==> src/rtl/parameterized_reg_file_reader.sv <==
// Streams a contiguous, wrapping range of register-file words out over a
// valid/ready port, fetching two words per refill through a 2-entry buffer.
module parameterized_reg_file_reader #(
  parameter int WIDTH         = 32,
  parameter int NUM_REGISTERS = 32,
  parameter int ADR_BUS_WIDTH = 5
) (
  input  logic                     clk,
  input  logic                     reset,
  input  logic                     start,
  input  logic [ADR_BUS_WIDTH-1:0] base_addr,
  input  logic [ADR_BUS_WIDTH:0]   count,
  output logic [ADR_BUS_WIDTH-1:0] raddress0,
  output logic [ADR_BUS_WIDTH-1:0] raddress1,
  input  logic [WIDTH-1:0]         rdata0,
  input  logic [WIDTH-1:0]         rdata1,
  output logic [WIDTH-1:0]         m_data,
  output logic [ADR_BUS_WIDTH-1:0] m_addr,
  output logic                     m_valid,
  input  logic                     m_ready,
  output logic                     m_last,
  output logic                     busy,
  output logic                     done,
  output logic                     err
);

  localparam int AW = ADR_BUS_WIDTH;
  localparam logic [AW:0] NREG = (AW+1)'(NUM_REGISTERS);
  localparam logic [AW:0] ONE  = (AW+1)'(1);
  localparam logic [AW:0] TWO  = (AW+1)'(2);

  typedef enum logic [1:0] {
    IDLE,
    FETCH,
    DRAIN,
    DONE
  } state_t;

  state_t         state_q, state_d;
  logic [AW-1:0]  ptr_q;
  logic [AW:0]    rem_q;
  logic [1:0]     cnt_q;
  logic [WIDTH-1:0] d0_q, d1_q;
  logic [AW-1:0]  a0_q, a1_q;
  logic           l0_q, l1_q;
  logic           err_q;

  logic           pop;
  logic           req_ok;
  logic           accept;
  logic           fetch;
  logic           one;
  logic [AW:0]    take;
  logic [AW-1:0]  ptr_p1;
  logic [AW-1:0]  ptr_adv;

  function automatic logic [AW-1:0] wrap_add(
    input logic [AW-1:0] p,
    input logic [AW:0]   k
  );
    logic [AW:0] s;
    s = {1'b0, p} + k;
    if (s >= NREG) s = s - NREG;
    return s[AW-1:0];
  endfunction

  assign m_valid = (cnt_q != 2'd0);
  assign pop     = m_valid && m_ready;
  assign req_ok  = (count != '0) && (count <= NREG);
  assign accept  = (state_q == IDLE) && start && req_ok;
  assign one     = (rem_q == ONE);
  assign take    = one ? ONE : TWO;
  assign ptr_p1  = wrap_add(ptr_q, ONE);
  assign ptr_adv = wrap_add(ptr_q, take);

  // Refill only once the buffer is empty or its final entry leaves now,
  // which keeps a one-beat-per-cycle stream without a deeper buffer.
  assign fetch = (state_q == FETCH) &&
                 ((cnt_q == 2'd0) || ((cnt_q == 2'd1) && pop));

  always_comb begin
    state_d = state_q;
    unique case (state_q)
      IDLE:  if (accept) state_d = FETCH;
      FETCH: if (fetch && (rem_q <= TWO)) state_d = DRAIN;
      DRAIN: if (pop && m_last) state_d = DONE;
      DONE:  state_d = IDLE;
      default: state_d = IDLE;
    endcase
  end

  always_ff @(posedge clk or negedge reset) begin
    if (!reset) begin
      state_q <= IDLE;
      err_q   <= 1'b0;
      ptr_q   <= '0;
      rem_q   <= '0;
    end else begin
      state_q <= state_d;
      err_q   <= (state_q == IDLE) && start && !req_ok;
      if (accept) begin
        ptr_q <= base_addr;
        rem_q <= count;
      end else if (fetch) begin
        ptr_q <= ptr_adv;
        rem_q <= rem_q - take;
      end
    end
  end

  always_ff @(posedge clk or negedge reset) begin
    if (!reset) begin
      cnt_q <= 2'd0;
      d0_q  <= '0;
      d1_q  <= '0;
      a0_q  <= '0;
      a1_q  <= '0;
      l0_q  <= 1'b0;
      l1_q  <= 1'b0;
    end else if (fetch) begin
      d0_q  <= rdata0;
      a0_q  <= ptr_q;
      l0_q  <= one;
      d1_q  <= rdata1;
      a1_q  <= ptr_p1;
      l1_q  <= (rem_q == TWO);
      cnt_q <= one ? 2'd1 : 2'd2;
    end else if (pop) begin
      if (cnt_q == 2'd2) begin
        d0_q  <= d1_q;
        a0_q  <= a1_q;
        l0_q  <= l1_q;
        cnt_q <= 2'd1;
      end else begin
        cnt_q <= 2'd0;
      end
    end
  end

  assign m_data    = d0_q;
  assign m_addr    = a0_q;
  assign m_last    = m_valid && l0_q;
  assign busy      = (state_q == FETCH) || (state_q == DRAIN);
  assign done      = (state_q == DONE);
  assign err       = err_q;
  assign raddress0 = (state_q == IDLE) ? '0 : ptr_q;
  assign raddress1 = (state_q == IDLE) ? '0 : ptr_p1;

endmodule

==> config.mk <==
export PLATFORM = sky130hd
export DESIGN_NAME = parameterized_reg_file_reader
export DESIGN_NICKNAME = d
export VERILOG_FILES = /design/src/rtl/parameterized_reg_file_reader.sv
export SDC_FILE = /design/constraint.sdc
export NUM_CORES = 1
export LEC_CHECK = 0
export BUFFER_PORTS_ARGS = -buffer_cell sky130_fd_sc_hd__buf_2
export CORE_AREA = 4 4 109 111
export CTS_CLUSTER_SIZE = 30
export DETAILED_ROUTE_END_ITERATION = 12
export DIE_AREA = 0 0 113 115
export PLACE_DENSITY = 0.72
export SETUP_SLACK_MARGIN = 0.4
export SYNTH_ARGS = -nofsm -noshare
export SYNTH_HDL_FRONTEND = slang
export SYNTH_SLANG_ARGS = --single-unit
export TNS_END_PERCENT = 30
==> constraint.sdc <==
create_clock -name clk -period 4 [get_ports clk]
set_input_delay 0 -clock clk [delete_from_list [all_inputs] [get_ports clk]]
set_output_delay 0 -clock clk [all_outputs]
set_load 0.1 [all_outputs]
# Word level (Yosys, flattened, before mapping)
# Index checks and enable logic that the tools add are counted.
# Widths: inputs -> output; s select.
# totals
word_cells	78
latch_bits	0
inputBits	79
mem_count	0
romBits	0
ff_bits	92
mem_bits_rw	0
# classes
eq_ne	10
magnitude_cmp	4
n_div	0
n_addsub	5
n_mul	0
n_reduce_logical	22
muxes	26
n_bitwise	0
n_shift	0
# op_table
op	count
$mux 32	3
$mux 5	9
$mux 2	7
$ge 6x6->1 const B	2
$mux 6	2
$logic_and 1x1->1	10
$sub 5x1->5 const B	2
$pmux 2 s4	1
$reduce_bool 2->1	4
$add 5x1->6 const B	1
$add 5x2->6	1
$eq 2x2->1 const B	3
$eq 6x1->1 const B	1
$eq 6x2->1 const B	1
$le 6x2->1 const B	1
$le 6x6->1 const B	1
$reduce_bool 6->1	1
$sub 6x2->6	1
$eq 2x1->1 const B	2
$logic_not 2->1	2
$mux 1	4
$ne 2x2->1 const B	2
$reduce_and 3->1	1
$logic_or 1x1->1	2
3 further kinds	3

# Depth between registers and ports, before layout
# Gate-level depths: netlist (run 1).
# logic_depth
depth_word	8
mapped_depth	9
depth_no_buf	8

# Worst setup path before layout (run 1)
# No wires, ideal clock.
# synth_path
path_type	register -> output
from	register state_q[0]
to	output raddress0[0]
required_ps	4000
slack_ps	1769
path_stages_with_launch	5
arrival_ps	2231
path_cell_list	dfrtp_1 -> inv_1 -> ha_1 -> clkbuf_1 -> nor2b_1
# synth_via
elab_chain_len	2
# synth_lines
item	line_no	text
start, declared	39	state_t state_q, state_d;
start signal, assigned	99	state_q <= state_d;
$logic_not 2->1	146	assign raddress0 = (state_q == IDLE) ? '0 : ptr_q;
$mux 5	146	
end, declared	13	output logic [ADR_BUS_WIDTH-1:0] raddress0,
# No other way between the ends.

# Final worst setup path (run 1)
# layout_path
from	register rem_q[3]
to	register ptr_q[4]
# layout_via
elab_chain_len	7
elab_cells_between_ends	8
classes_between	2 x add/sub; 1 x order compare; 1 x eq/ne; 4 x mux
# layout_lines
item	line_no	text
start, declared	41	logic [AW:0] rem_q;
start signal, assigned	103	rem_q <= count;
start signal, assigned	106	rem_q <= rem_q - take;
$eq 6x1->1 *	71	assign one = (rem_q == ONE);
$mux 2 *	72	assign take = one ? ONE : TWO;
$add 5x2->6 *	62	s = {1'b0, p} + k;
$sub 5x1->5 or $ge 6x6->1 (tied branches)	63	if (s >= NREG) s = s - NREG;
$mux 5 *	63	
$mux 5 *	104	end else if (fetch) begin
$mux 5 *	101	if (accept) begin
end signal, assigned	102	ptr_q <= base_addr;
end signal, assigned	105	ptr_q <= ptr_adv;
end, declared	40	logic [AW-1:0] ptr_q;
# Mark *: on every way between the ends. The rest lies on a longest branch, timed or not. The select of a mux whose other input is x is not followed.
# A chain may end at the register's enable or synchronous reset.

==> impl_metrics.csv, run 1 <==
group,metric,value,unit
clock_network,cts_tree,"done",
yosys,ys_ff_latch,92,
yosys,yosysWarningCount,0,
worst_setup_path,cp.required,4.25,ns
floorplanning,fp.dieH,115,um
timing,fin_worst_skew,0.007428,ns
routing,drt_iter0_markers,223,
worst_setup_path,slowest_stage,"dfrtp_1",
place,port_buffers,130,
timing,max_freq,403.4,MHz
yosys,muxShareOfSynthArea,11.68,%
yosys,synth_area,4315,um^2
floorplanning,core_area,10790,um^2
worst_setup_path,reg2reg_slack,1.52,ns
finish,area_delta_synth_final,38.42,%
global_route,grt_pass1_wl,18.66,mm
clock_network,htreeDepth,3,
worst_setup_path,worstPathArrival,2.73,ns
routing,via_count,3703,
yosys,syn_nets,533,
clock_network,root_buffer,"clkbuf_8",
timing,setup_violations,0,
clock_network,clock_sinks,92,
global_route,antenna_found_initial,0,
finish,nNetsFinal,730,
yosys,synthSimpleGateAreaFrac,18.30,%
yosys,avgSynthCellArea,9.719,um^2
yosys,synth_top_area_share,53.35,%
worst_setup_path,slowest_delay,0.45,ns
place,place_congestion,0.7931,
timing,relSlewSlack,58.29,%
yosys,synthArstFlopShare,100.0,%
worst_hold_path,min_delay_path_depth,4,
finish,diodes,0,
worst_hold_path,hp-class,"input port to flip-flop",
place,dp_hpwl,7.089,mm
clock_network,insertion_delay,0.36,ns
timing,worst_slew_pin_slew,0.6256,ns
timing,grt_setup_unrepaired,"no",
yosys,synth_seq_area_share,53.35,%
finish,fin_area,5973,um^2
yosys,ys_types,35,
place,place_area,5057,um^2
global_route,overflow,0,
clock_network,clock_path_buffers,2,
clock_network,cts_buffers,9,
clock_network,clk_pin_slew,0.09,ns
timing,setup_slack,1.521,ns
place,dp.cells,693,
worst_setup_path,crit_buf_inv,0,
routing,drt_pass1_iterations,4,
worst_setup_path,crit_path_max_fanout,8,
worst_setup_path,crit_path_cell_trace,"nor4_4, and2_1, nand2_1, fa_1, nor3_1, xor2_1, mux2_1",
worst_setup_path,criticalPathCategory,"flip-flop to flip-flop",
floorplanning,die_w,113,um
worst_setup_path,start_kind,"flip-flop",
worst_setup_path,worstSetupEndpointType,"flip-flop",
timing,finalSetupTns,0,ns
outcome,outcome,"completed",
yosys,synth_edf_count,0,
finish,n_fill_cell,931,
routing,wl_per_cell,14.30,um
yosys,ys_top_cells_by_count,"nand2_1, dfrtp_1, o21ai_0",
yosys,synth_xor_area_share,2.233,%
timing,slew_violations,0,
yosys,yosysMostFrequentCell,"nand2_1",
yosys,synthAdderAreaFrac,3.247,%
routing,drc,0,
worst_setup_path,crit_cells,7,
timing,timing.final.crit_share,61.98,%
worst_setup_path,reg2reg_depth,7,
floorplanning,initial_utilization,39.98,%
worst_setup_path,critical_path.top_delay_family,"simple AND/OR/NAND/NOR gates",
floorplanning,ios,131,
routing,avgViaCountPerCell,4.735,
place,dp_slack,1.542,ns
yosys,synth_top_area_cell,"dfrtp_1",
routing,ant_nets,0,
timing,finalHoldViolations,0,
finish,drive_gt1_share,23.99,%
floorplanning,die_area,13000,um^2
yosys,synth_top_family_by_area,"simple AND/OR/NAND/NOR gates",
floorplanning,rows,38,
yosys,synthTopCellsByArea,"dfrtp_1, nand2_1, mux2i_1",
yosys,ys.flop_type,"dfrtp_1",
global_route,grtUsageTotal,17.84,%
yosys,synth_compound_area_share,7.335,%
global_route,grt_pass1_vias,3913,
timing,fin_crit,2.479,ns
finish,fin_cells,782,
global_route,grt_max_degree,64,
run,drv_cap,0,
routing,wirelength,11.18,mm
yosys,syn-instance-count,444,
## registers in the layout, summed over array words and instances, names as in the netlist
| signal | flops |
|---|---|
| l0_q | 1 |
| l1_q | 1 |
| err | 1 |
| cnt_q | 2 |
| ptr_q | 5 |
| state_q | 2 |
| rem_q | 6 |
| m_data | 32 |
| a1_q | 5 |
| m_addr | 5 |
| d1_q | 32 |
## final timing paths
path                              end     start
max                          ptr_q[4]  rem_q[3]
min                          rem_q[5]  count[5]
max reg2reg                  ptr_q[4]  rem_q[3]
min reg2reg                  d1_q[25]  d1_q[25]
max in group asynchronous  m_data[25]     reset
min in group asynchronous  m_data[28]     reset
## worst reg2reg max path, cell delays in order, from the launching register on
cell	delay (ns)
dfrtp_1	0.45
nor4_4	0.38
and2_1	0.37
nand2_1	0.12
fa_1	0.41
nor3_1	0.25
xor2_1	0.10
mux2_1	0.29
## cells in the final DEF (no fill, tap or decap), drive strengths merged, types with 10 or more instances in the layout
master,synthesis,final
nand2,150,150
buf,18,135
dfrtp,92,92
dlygate4sd3,0,77
o21ai,43,43
mux2i,38,38
nor2,13,13
clkbuf,8,12
mux2,11,11
inv,10,10
## logic make-up after synthesis
family / after synthesis
adder cells (fa/ha/maj): 10
flip-flops: 92
AO/OA/AOI/OAI: 56
AND/OR/NAND/NOR: 190
buffers and inverters: 36
multiplexers: 49
XOR/XNOR: 11
## layout make-up
class	count	area (um^2)	share of cell area, %
Sequential cell	92	2302	38.54
Multi-Input combinational cell	316	1852	31.00
Timing Repair Buffer	212	1461	24.47
Tap cell	140	175.2	2.933
Clock buffer	12	145.1	2.430
Inverter	10	37.54	0.6284
## routing by layer
| layer | up-vias | part of all wire [%] | track usage [%] |
|---|---|---|---|
| met5 | - | 0 | 0 |
| met4 | 0 | 2.3 | 7.933 |
| met3 | 22 | 4.9 | 3.842 |
| met2 | 97 | 50 | 30.06 |
| met1 | 1741 | 43 | 22.16 |
| li1 | 1843 | - | - |
## per-stage QoR
step           hold WS, ns  util [%]
2_1_floorplan      -0.2956         -
5_1_grt            0.07350     55.34
3_5_place_dp       0.03481     46.86
4_1_cts            0.05384     55.34
3_3_place_gp       0.02540     46.86
6_report           0.08166     55.34
## timing repair
item | CTS | global route
endpoints found under the setup margin | 0 | 0
setup buffers | 0 | 0
hold buffers | 77 | 0
endpoints found under the hold margin | 119 | 0
gates resized for setup | 0 | 0
Power of run 1 is left out: the tool's default activity adds up to more than one toggle a clock period on the data nets, which glitch-free logic cannot reach.
==> run 2, diff against run 1 <==
--- a/config.mk
+++ b/config.mk
@@ -10,7 +10,7 @@
 export CTS_CLUSTER_SIZE = 30
 export DETAILED_ROUTE_END_ITERATION = 12
 export DIE_AREA = 0 0 113 115
-export PLACE_DENSITY = 0.72
+export PLACE_DENSITY = 0.75
 export SETUP_SLACK_MARGIN = 0.4
 export SYNTH_ARGS = -nofsm -noshare
 export SYNTH_HDL_FRONTEND = slang
==> constraint.sdc (replaced) <==
create_clock -name clk -period 2.2 [get_ports clk]
set_input_delay 0 -clock clk [delete_from_list [all_inputs] [get_ports clk]]
set_output_delay 0 -clock clk [all_outputs]
set_load 0.1 [all_outputs]
==> run 2 against run 1 <==
Against the previous run: register-to-register slack got worse by 1.4 ns; hold slack got worse by 0.042 ns; maximum frequency rose by 18%; cell count rose by 1.5%; design area rose by 6.1%; worst setup slack got worse by 1.4 ns; sequential share of layout area fell by 2.1 points; clock-buffer cell count fell by 1; highest routed layer unchanged; wire length rose by 8.1%; critical path depth rose by 1; first-iteration DRC count rose by 27%.
==> impl_metrics.csv, run 2 (synthesis results as in run 1) <==
group,metric,value,unit
worst_setup_path,slowest_delay,0.43,ns
global_route,antenna_found_initial,0,
finish,n_fill_cell,884,
global_route,grt_max_degree,68,
worst_setup_path,slowest_stage,"dfrtp_2",
finish,area_delta_synth_final,46.83,%
global_route,grt_pass1_vias,4134,
global_route,grt_pass1_wl,19.40,mm
clock_network,clk_pin_slew,0.08,ns
clock_network,insertion_delay,0.35,ns
floorplanning,core_area,10790,um^2
timing,max_freq,477.1,MHz
floorplanning,initial_utilization,39.98,%
routing,drt_iter0_markers,283,
clock_network,cts_tree,"done",
finish,nNetsFinal,743,
clock_network,root_buffer,"clkbuf_8",
routing,avgViaCountPerCell,4.858,
place,dp_slack,-0.004176,ns
worst_hold_path,hp-class,"input port to flip-flop",
clock_network,clock_path_buffers,2,
clock_network,cts_buffers,9,
timing,finalHoldViolations,0,
place,dp_hpwl,7.224,mm
floorplanning,rows,38,
timing,hold-worst-slack,0.03951,ns
timing,setup_slack,0.1041,ns
routing,wl_per_cell,15.22,um
routing,ant_nets,0,
clock_network,htreeDepth,3,
finish,diodes,0,
routing,via_count,3857,
floorplanning,ios,131,
run,drv_cap,0,
place,port_buffers,130,
timing,grt_setup_unrepaired,"yes",
timing,slew_violations,0,
timing,fin_worst_skew,0.008740,ns
global_route,overflow,0,
timing,setup_violations,0,
floorplanning,die_area,13000,um^2
clock_network,clock_sinks,92,
timing,fin_crit,2.096,ns
timing,worst_slew_pin_slew,0.6400,ns
floorplanning,die_w,113,um
finish,most-common-layout-cells,"nand2_1, buf_2, dfrtp_1",
timing,relSlewSlack,57.34,%
global_route,grtUsageTotal,18.39,%
routing,drc,0,
outcome,outcome,"completed",
worst_setup_path,crit_buf_inv,1,
timing,timing.final.crit_share,95.27,%
worst_setup_path,crit_path_cell_trace,"nor4_4, and2_4, inv_2, ha_4, a41o_1, nand3_2, xnor2_1, mux2_4",
finish,drive_gt1_share,30.58,%
worst_setup_path,critical_path.top_delay_family,"simple AND/OR/NAND/NOR gates",
worst_setup_path,worstPathArrival,2.34,ns
finish,layout_commonest_cell,"nand2_1",
worst_setup_path,start_kind,"flip-flop",
place,place_congestion,0.8228,
routing,wirelength,12.09,mm
floorplanning,fp.dieH,115,um
routing,drt_pass1_iterations,4,
worst_setup_path,crit_path_max_fanout,5,
worst_setup_path,cp.required,2.44,ns
worst_setup_path,worstSetupEndpointType,"flip-flop",
worst_setup_path,criticalPathCategory,"flip-flop to flip-flop",
[run 2: changes by cell type in the layout (fill, tap and decap cells not counted), sizes merged]
cell,change
buf,+13
clkbuf,-1
[run 2: layout make-up]
cell class	count	area, um^2	share of cell area [%]
well taps	140	175.2	2.765
repair buffers	225	1670	26.36
flip-flops and latches	92	2306	36.39
multi-input cells	316	1993	31.46
clock buffers	11	151.4	2.389
inverters	10	40.04	0.6319
[run 2: per-stage QoR]
| step | util, % | cell area, um^2 | TNS, ns | instances |
|---|---|---|---|---|
| 6_report | 58.71 | 6336 | 0 | 794 |
| 5_1_grt | 58.71 | 6336 | 0 | 794 |
| 4_1_cts | 57.27 | 6181 | 0 | 790 |
| 3_5_place_dp | 47.55 | 5132 | -0.008086 | 697 |
| 3_3_place_gp | 47.55 | 5132 | 0 | 697 |
| 2_1_floorplan | - | 4325 | -0.1571 | 444 |
[run 2: worst min-delay path, cell delays in order]
cell and delay [ns]:
buf_2 0.09, nor2_1 0.06, a32o_1 0.21
[run 2: layer usage]
metal	part of all wire, %	vias up	GRT usage, %
li1	-	1864	-
met1	41	1818	21.70
met2	51	139	33.10
met3	4.6	36	2.947
met4	3.5	0	8.173
met5	0	-	0
[run 2: worst paths after layout]
kind	startpoint	endpoint	slack, ns	cells past startpoint
max	rem_q[3]	ptr_q[3]	0.10	8
min	count[4]	rem_q[5]	0.04	3
max reg2reg	rem_q[3]	ptr_q[3]	0.10	8
min reg2reg	d1_q[5]	d1_q[5]	0.48	2
max in group asynchronous	reset	m_data[8]	1.32	3
min in group asynchronous	reset	ptr_q[0]	0.20	2
[run 2: timing repair]
action | in CTS | in global routing
hold buffers | 77 | 0
buffers inserted | 5 | 4
pin swaps | 13 | 11
endpoints found under the hold margin | 123 | 0
endpoints found under the setup margin | 59 | 98
gates resized for setup | 26 | 36
Power of run 2 is left out for the same reason.
